**src/rtl/seg_scan_ctrl_if.sv**
```systemverilog
// seg_scan_ctrl_if: digit inputs, masks and multiplexed display pins of the scan scheduler.
interface seg_scan_ctrl_if;
   logic       en;
   logic [7:0] seg_d0;
   logic [7:0] seg_d1;
   logic [7:0] seg_d2;
   logic [7:0] seg_d3;
   logic [3:0] blank_mask;
   logic [3:0] blink_mask;
   logic [7:0] seg_out;
   logic [3:0] an_out;
   logic [1:0] digit_idx;
   logic       frame_done;
   modport master (
      output en, seg_d0, seg_d1, seg_d2, seg_d3, blank_mask, blink_mask,
      input  seg_out, an_out, digit_idx, frame_done
   );
   modport slave (
      input  en, seg_d0, seg_d1, seg_d2, seg_d3, blank_mask, blink_mask,
      output seg_out, an_out, digit_idx, frame_done
   );
endinterface

```
**src/rtl/seg_scan_ctrl.sv**
```systemverilog
// seg_scan_ctrl: time-multiplexes four 7-segment digits onto one bus with blank
// intervals, per-frame snapshots and per-digit blanking/blinking.
module seg_scan_ctrl #(
   parameter int SCAN_DIV  = 50000,
   parameter int BLANK_CYC = 1000,
   parameter int BLINK_DIV = 25000000
) (
   input logic           clk,
   input logic           rst,
   seg_scan_ctrl_if.slave bus
);
   localparam int SW = $clog2(SCAN_DIV);
   localparam int BW = BLINK_DIV > 1 ? $clog2(BLINK_DIV) : 1;
   typedef enum logic [1:0] {IDLE, BLANK, DRIVE} state_t;
   state_t          state_q, state_d;
   logic [SW-1:0]   slot_cnt_q, slot_cnt_d;
   logic [1:0]      digit_q, digit_d;
   logic [BW-1:0]   blink_cnt_q, blink_cnt_d;
   logic            blink_phase_q, blink_phase_d;
   logic [3:0][7:0] snap_seg_q, snap_seg_d;
   logic [3:0]      snap_blank_q, snap_blank_d;
   logic [3:0]      snap_blink_q, snap_blink_d;
   logic [7:0]      seg_out_q, seg_out_d;
   logic [3:0]      an_out_q, an_out_d;
   logic [1:0]      digit_idx_q, digit_idx_d;
   logic            frame_done_q, frame_done_d;
   logic            slot_last, blink_last, take_snap, lit;
   always_comb begin
      slot_last     = slot_cnt_q == SW'(SCAN_DIV - 1);
      blink_last    = blink_cnt_q == BW'(BLINK_DIV - 1);
      slot_cnt_d    = (!bus.en || state_q == IDLE || slot_last) ? '0 : slot_cnt_q + 1'b1;
      digit_d       = (!bus.en || state_q == IDLE) ? 2'd0 : digit_q + 2'(slot_last);
      state_d       = !bus.en ? IDLE : (int'(slot_cnt_d) < BLANK_CYC ? BLANK : DRIVE);
      // a new frame begins on the first enabled edge and on every digit-3 wrap
      take_snap     = bus.en && (state_q == IDLE || (slot_last && digit_q == 2'd3));
      snap_seg_d    = take_snap ? {bus.seg_d3, bus.seg_d2, bus.seg_d1, bus.seg_d0} : snap_seg_q;
      snap_blank_d  = take_snap ? bus.blank_mask : snap_blank_q;
      snap_blink_d  = take_snap ? bus.blink_mask : snap_blink_q;
      blink_cnt_d   = blink_last ? '0 : blink_cnt_q + 1'b1;
      blink_phase_d = blink_phase_q ^ blink_last;
      lit           = bus.en && state_q == DRIVE && !snap_blank_q[digit_q]
                      && !(snap_blink_q[digit_q] && blink_phase_q);
      seg_out_d     = lit ? snap_seg_q[digit_q] : 8'hFF;
      an_out_d      = lit ? ~(4'b0001 << digit_q) : 4'hF;
      digit_idx_d   = bus.en ? digit_q : 2'd0;
      frame_done_d  = bus.en && state_q != IDLE && digit_q == 2'd3 && slot_last;
   end
   always_ff @(posedge clk) begin
      if (rst) begin
         state_q       <= IDLE;
         slot_cnt_q    <= '0;
         digit_q       <= 2'd0;
         blink_cnt_q   <= '0;
         blink_phase_q <= 1'b0;
         snap_seg_q    <= {4{8'hFF}};
         snap_blank_q  <= 4'h0;
         snap_blink_q  <= 4'h0;
         seg_out_q     <= 8'hFF;
         an_out_q      <= 4'hF;
         digit_idx_q   <= 2'd0;
         frame_done_q  <= 1'b0;
      end else begin
         state_q       <= state_d;
         slot_cnt_q    <= slot_cnt_d;
         digit_q       <= digit_d;
         blink_cnt_q   <= blink_cnt_d;
         blink_phase_q <= blink_phase_d;
         snap_seg_q    <= snap_seg_d;
         snap_blank_q  <= snap_blank_d;
         snap_blink_q  <= snap_blink_d;
         seg_out_q     <= seg_out_d;
         an_out_q      <= an_out_d;
         digit_idx_q   <= digit_idx_d;
         frame_done_q  <= frame_done_d;
      end
   end
   assign bus.seg_out    = seg_out_q;
   assign bus.an_out     = an_out_q;
   assign bus.digit_idx  = digit_idx_q;
   assign bus.frame_done = frame_done_q;
endmodule

```
**src/flat_wrapper.sv**
```systemverilog
// flat-port wrapper written by rule: the top's interface ports become plain ports
module seg_scan_ctrl_flat 
#(
   parameter int SCAN_DIV  = 50000,
   parameter int BLANK_CYC = 1000,
   parameter int BLINK_DIV = 25000000
)
  (clk, rst, bus_en, bus_seg_d0, bus_seg_d1, bus_seg_d2, bus_seg_d3, bus_blank_mask, bus_blink_mask, bus_seg_out, bus_an_out, bus_digit_idx, bus_frame_done);
  seg_scan_ctrl_if bus_i ();
  input logic clk;
  input logic rst;
  input wire logic [$bits(bus_i.en)-1:0] bus_en;
  input wire logic [$bits(bus_i.seg_d0)-1:0] bus_seg_d0;
  input wire logic [$bits(bus_i.seg_d1)-1:0] bus_seg_d1;
  input wire logic [$bits(bus_i.seg_d2)-1:0] bus_seg_d2;
  input wire logic [$bits(bus_i.seg_d3)-1:0] bus_seg_d3;
  input wire logic [$bits(bus_i.blank_mask)-1:0] bus_blank_mask;
  input wire logic [$bits(bus_i.blink_mask)-1:0] bus_blink_mask;
  output wire logic [$bits(bus_i.seg_out)-1:0] bus_seg_out;
  output wire logic [$bits(bus_i.an_out)-1:0] bus_an_out;
  output wire logic [$bits(bus_i.digit_idx)-1:0] bus_digit_idx;
  output wire logic [$bits(bus_i.frame_done)-1:0] bus_frame_done;
  assign bus_i.en = bus_en;
  assign bus_i.seg_d0 = bus_seg_d0;
  assign bus_i.seg_d1 = bus_seg_d1;
  assign bus_i.seg_d2 = bus_seg_d2;
  assign bus_i.seg_d3 = bus_seg_d3;
  assign bus_i.blank_mask = bus_blank_mask;
  assign bus_i.blink_mask = bus_blink_mask;
  assign bus_seg_out = bus_i.seg_out;
  assign bus_an_out = bus_i.an_out;
  assign bus_digit_idx = bus_i.digit_idx;
  assign bus_frame_done = bus_i.frame_done;
  seg_scan_ctrl #(.SCAN_DIV(SCAN_DIV), .BLANK_CYC(BLANK_CYC), .BLINK_DIV(BLINK_DIV)) u_core (.clk(clk), .rst(rst), .bus(bus_i));
endmodule
```
**config.mk**
```make
export PLATFORM = sky130hd
export DESIGN_NAME = seg_scan_ctrl_flat
export DESIGN_NICKNAME = d
export VERILOG_FILES = /design/src/rtl/seg_scan_ctrl_if.sv /design/src/rtl/seg_scan_ctrl.sv /design/src/flat_wrapper.sv
export SDC_FILE = /design/constraint.sdc
export NUM_CORES = 1
export LEC_CHECK = 0
export CAP_MARGIN = 20
export CORE_MARGIN = 2
export CORE_UTILIZATION = 50
export DETAILED_ROUTE_END_ITERATION = 12
export PLACE_DENSITY = 0.76
export SYNTH_ARGS = -nofsm -noshare
export SYNTH_HDL_FRONTEND = slang
export SYNTH_SLANG_ARGS = --single-unit
```
**constraint.sdc**
```tcl
create_clock -name clk -period 1.85 [get_ports clk]
set_input_delay 0.185 -clock clk [delete_from_list [all_inputs] [get_ports clk]]
set_output_delay 0.185 -clock clk [all_outputs]
set_load 0.02 [all_outputs]
```
* After elaboration in Yosys (flattened, before gate mapping) *
Cells that the tools add are included.
W data, S select, Z words.

word-level totals
  bits in registers = 101
  input bits = 43
  output and inout bits = 15
  word-level logic and storage cells = 58

operators by class
  $add $sub $neg = 3
  magnitude comparators = 2
  eq/ne operators = 4
  shift operators = 1
  muxes and demuxes = 8
  bitwise operators = 4
  reduce and logical (&&, ||, !) cells = 21

operator list
  kind                     number
  $add A25 B1 Y25 const B  1
  $eq A25 B25 Y1 const B   1
  $add A16 B1 Y16 const B  1
  $bmux W8 S2              1
  $eq A16 B16 Y1 const B   1
  $lt A16 B10 Y1 const B   1
  $mux W16                 1
  $logic_and A1 B1 Y1      9
  $mux W8                  1
  $reduce_or A2 Y1         4
  $bmux W1 S2              2
  $eq A2 B2 Y1 const B     2
  $not A4 Y4               1
  $shl A1 B2 Y4 const A    1
  $logic_not A1 Y1         3
  $logic_or A1 B1 Y1       3
  $lt A2 B3 Y1 const B     1
  $add A2 B1 Y2            1
  $logic_not A2 Y1         1
  $mux W1                  2
  $mux W2                  1
  $not A1 Y1               2
  $reduce_bool A2 Y1       1
  $xor A1 B1 Y1            1

* Depth between registers and ports, before layout *
  depth in word-level cells = 7
  depth in mapped cells = 8
  mapped depth without buffers = 6

* Least setup slack after synthesis *
OpenSTA, ideal clock, no wires.

  kind = register to register
  start point = register u_core.blink_cnt_q[0]
  end point = register u_core.blink_cnt_q[21]
  setup time = 115 ps
  data arrival time = 1708 ps
  setup slack = 28 ps
  stages on the path, launching flop included = 9
  clock period less this slack = 1822 ps
  cell sequence = dfxtp_1 ha_1 and4_1 nand2_1 nor4_1 or2_1 buf_4 buf_4 nor2_1

between the ends
  word-level cells in the longest chain between the ends = 2
  elaborated cells between the ends (all ways) = 3
  classes of those cells = add/sub: 1; eq/ne: 1; reduce/logical: 1

RTL lines
  item                                                                     line                 RTL
  from (decl)                                                              seg_scan_ctrl.sv:18  logic [BW-1:0] blink_cnt_q, blink_cnt_d;
  from (signal assigned)                                                   seg_scan_ctrl.sv:66  blink_cnt_q <= blink_cnt_d;
  parallel branches: the longest is 2 deep, another holds $add A25 B1 Y25  --

Several ways; the timed one is not identified.
A chain may end at the register's enable or synchronous reset.

* Worst setup path after layout *
  start point = register u_core.slot_cnt_q[0]
  end point = register u_core.snap_seg_q[31] (netlist bit)

between the ends
  word-level cells in the longest chain between the ends = 4

RTL lines
  item                    line                 RTL
  from (decl)             seg_scan_ctrl.sv:16  logic [SW-1:0] slot_cnt_q, slot_cnt_d;
  from (signal assigned)  seg_scan_ctrl.sv:64  slot_cnt_q <= slot_cnt_d;
  $eq A16 B16 Y1          seg_scan_ctrl.sv:29  slot_last = slot_cnt_q == SW'(SCAN_DIV - 1);
  $logic_and A1 B1 Y1     seg_scan_ctrl.sv:35  take_snap = bus.en && (state_q == IDLE || (slot_last && digit_q == 2'd3));
  $logic_or A1 B1 Y1      seg_scan_ctrl.sv:35
  $logic_and A1 B1 Y1     seg_scan_ctrl.sv:35
  to (signal assigned)    seg_scan_ctrl.sv:55  snap_seg_q <= {4{8'hFF}};
  to (signal assigned)    seg_scan_ctrl.sv:68  snap_seg_q <= snap_seg_d;
  to (decl)               seg_scan_ctrl.sv:20  logic [3:0][7:0] snap_seg_q, snap_seg_d;

No other way between the ends.

==> results.cfg <==
[grt]
grt_pass1_vias = 3462
track_usage_pct = 19.5
overflow = 0
antenna_found_initial = 0
grt_max_degree = 49
grt_pass1_wl_um = 15700

[power_and_ir_drop]
p_leak_nw = 2.14
p_seq_share_pct = 55.7
internal_power_mw = 3.10
powerDensity_nw_per_um2 = 699
power_switching_mw = 0.967
power_switching_share_pct = 23.8
combPwrFrac_pct = 9.1
p_total_mw = 4.07
vdd_ir_drop_max_v = 0.000452
clkPwrFrac_pct = 35.2

[setup_path]
criticalPathCategory = flip-flop to flip-flop
r2r-start = u_core.slot_cnt_q[0]$_SDFF_PP0_
rrSetupSlack_ns = 0.03
r2r-end = u_core.snap_seg_q[31]$_SDFFE_PP1P_
worstSetupStartpoint = u_core.slot_cnt_q[0]$_SDFF_PP0_
cp-endpoint = u_core.snap_seg_q[31]$_SDFFE_PP1P_
start_kind = flip-flop
required_ns = 2.14
worst_setup_path_end_kind = flip-flop
cp_data_arrival_time_ns = 2.10
worstRegToRegCells = 8
crit_fanout = 6

[clock_network]
cts_tree = built
cts.clk_slew.worst_paths_ns = 0.11
clock_path_buffers = 2
cts_buffers = 9
clock-sinks = 101
clockRootBuffer = clkbuf_8
h-tree-depth = 3
clock_latency_ns = 0.36

[routing]
drt_iter0_markers = 150
dr_total_vias = 3544
wl_per_cell_um = 14.7
first_pass_iters = 4
ant_nets = 0
viasPerCell = 5.29
drc = 0
finalWirelength_um = 9850

[final_layout]
fin_nets = 600
layout-drive-gt1-share_pct = 20.8
antenna_cells = 0
syn2layout_area_growth_pct = 25.1
final_util_pct = 63.6
fillers = 718

[floorplanning]
die_h_um = 100
die_w_um = 100
core-area_sq_um = 9150
dieArea_sq_um = 10100
num_rows = 35
initial_core_util_pct = 50.8
io_pins = 58

[synth]
async_flop_share_pct = 0
synth_common_cells = 110 x nor2_1, 101 x dfxtp_1, 41 x mux2i_1
ys_dominant_reg_cell = dfxtp_1
yosysTopAreaCell = dfxtp_1
yosys_warnings = 0
ys_seq_area_share_pct = 43.5
synth_edf_count = 0
synth_seq_cells = 101
avgSynthCellArea_sq_um = 9.84
synth_nets = 519
synthTopCellsByArea = dfxtp_1 43%, nor2_1 8.9%, mux2i_1 8.8%
netlist.area_leader.share_pct = 43.5
synthCells = 473
syn_area_sq_um = 4650
yosysUniqueCellTypes = 52
synth.most_common_cell = nor2_1

[sta]
clock-skew-final_ns = 0.0147
worst_slew_pin_slew_ns = 0.502
max_slew_margin_pct = 66.5
postLayoutSetupSlackWorst_ns = 0.0342
period_share_pct = 98.1
whs_ns = 0.295
hold_violations = 0
setup_viol = 0
drv_slew = 0
clock.fmax_ghz = 0.551
rsz0062_at_grt = true
min_period_ns = 1.82
setup_tns_ns = 0

[outcome]
outcome = finished, final reports clean

[place]
portBuffers = 57
pre_cts_ws_ns = -0.0554
gp_congestion = 0.855
place_hpwl_um = 6430

[min_path]
min_path_type = input port to flip-flop

[run]
drv_cap = 0
layer usage:
| layer | part of all wire (%) | vias to the layer above | GRT usage, % |
|---|---|---|---|
| met5 | 0 | - | 0 |
| met4 | 1.9 | 0 | 8.01 |
| met3 | 3.8 | 16 | 3.26 |
| met2 | 50 | 82 | 33.5 |
| met1 | 44 | 1676 | 24.3 |
| li1 | - | 1770 | - |
placed cells by master, fill, tap and decap left out, types with 11 or more instances in the layout:
cell type / n
buf_4: 31
clkdlybuf4s50_1: 56
dfxtp_1: 90
mux2i_1: 40
nand2_1: 17
nand3_1: 13
nor2_1: 110
or2b_2: 12
xnor2_1: 26
xor2_1: 11
flip-flops by register name, indices dropped and copies added, names as in the netlist, 4 cells and up:
signal and cells:
u_core.blink_cnt_q 25, u_core.bus.an_out 4, u_core.bus.seg_out 8, u_core.slot_cnt_q 16
u_core.snap_blank_q 4, u_core.snap_blink_q 4, u_core.snap_seg_q 32
timing repair:
item                       CTS  global route
setup endpoints to repair   67            71
hold buffers                 0             0
gates resized for setup      6            32
setup buffers                2             5
pin swaps                    2            11
cloned                       1             2
worst max-delay path, cell delays in order, from the launching register on:
cell	delay (ns)
dfxtp_2	0.36
ha_4	0.15
and3_4	0.18
and4_4	0.24
nand3_4	0.09
a21boi_4	0.24
buf_6	0.15
buf_12	0.13
mux2i_2	0.20
kinds of logic (layout without fill, tap and decap cells):
group / count (synthesis) / after routing / synth area share [%]
buffers and inverters: 33 / 119 / 6.37
adders and majority gates: 3 / 3 / 0.807
and+or+nand+nor: 230 / 230 / 25.9
muxes: 51 / 51 / 13.7
xor gates and xnor gates: 37 / 37 / 6.96
DFF: 101 / 101 / 43.5
AOI/OAI and AO/OA: 18 / 18 / 2.85
power groups by stage:
stage	Combinational, mW	Sequential, mW	Clock [mW]
CTS	0.348	2.27	1.47
global placement	0.321	2.31	0
floorplan	0.221	2.31	0
finish	0.369	2.26	1.43
global route	0.399	2.27	1.56
detailed placement	0.332	2.32	0
layout make-up:
cell class                      count  area [sq um]  area share [%]
Timing Repair Buffer               96           958            16.5
Clock buffer                        9           124            2.13
Sequential cell                   101          2040            35.1
Inverter                            7          26.3           0.452
Tap cell                          111           139            2.39
Multi-Input combinational cell    339          2450            42.1
Clock inverter                      7          80.1            1.38
metrics by stage:
| stage | area, sq um | std cells |
|---|---|---|
| after floorplan | 4650 | 473 |
| after global placement | 5340 | 644 |
| after detailed placement | 5340 | 644 |
| after CTS | 5620 | 663 |
| after global routing | 5820 | 670 |
| final | 5820 | 670 |
how the worst min path moves through the flow:
stage,from,end,slack (ns),cells after the start
after floorplan,bus_seg_d0[0],u_core.snap_seg_q[0]$_SDFFE_PP1P_,0.35,2
after detailed placement,u_core.snap_seg_q[3]$_SDFFE_PP1P_,u_core.snap_seg_q[3]$_SDFFE_PP1P_,0.50,2
after global placement,u_core.snap_seg_q[13]$_SDFFE_PP1P_,u_core.snap_seg_q[13]$_SDFFE_PP1P_,0.48,2
after global routing,rst,u_core.state_q[0]$_SDFF_PP0_,0.30,5
after CTS,rst,u_core.state_q[0]$_SDFF_PP0_,0.25,5
final,rst,u_core.state_q[0]$_SDFF_PP0_,0.29,5
No activity file was read; power rests on OpenSTA's default activity.
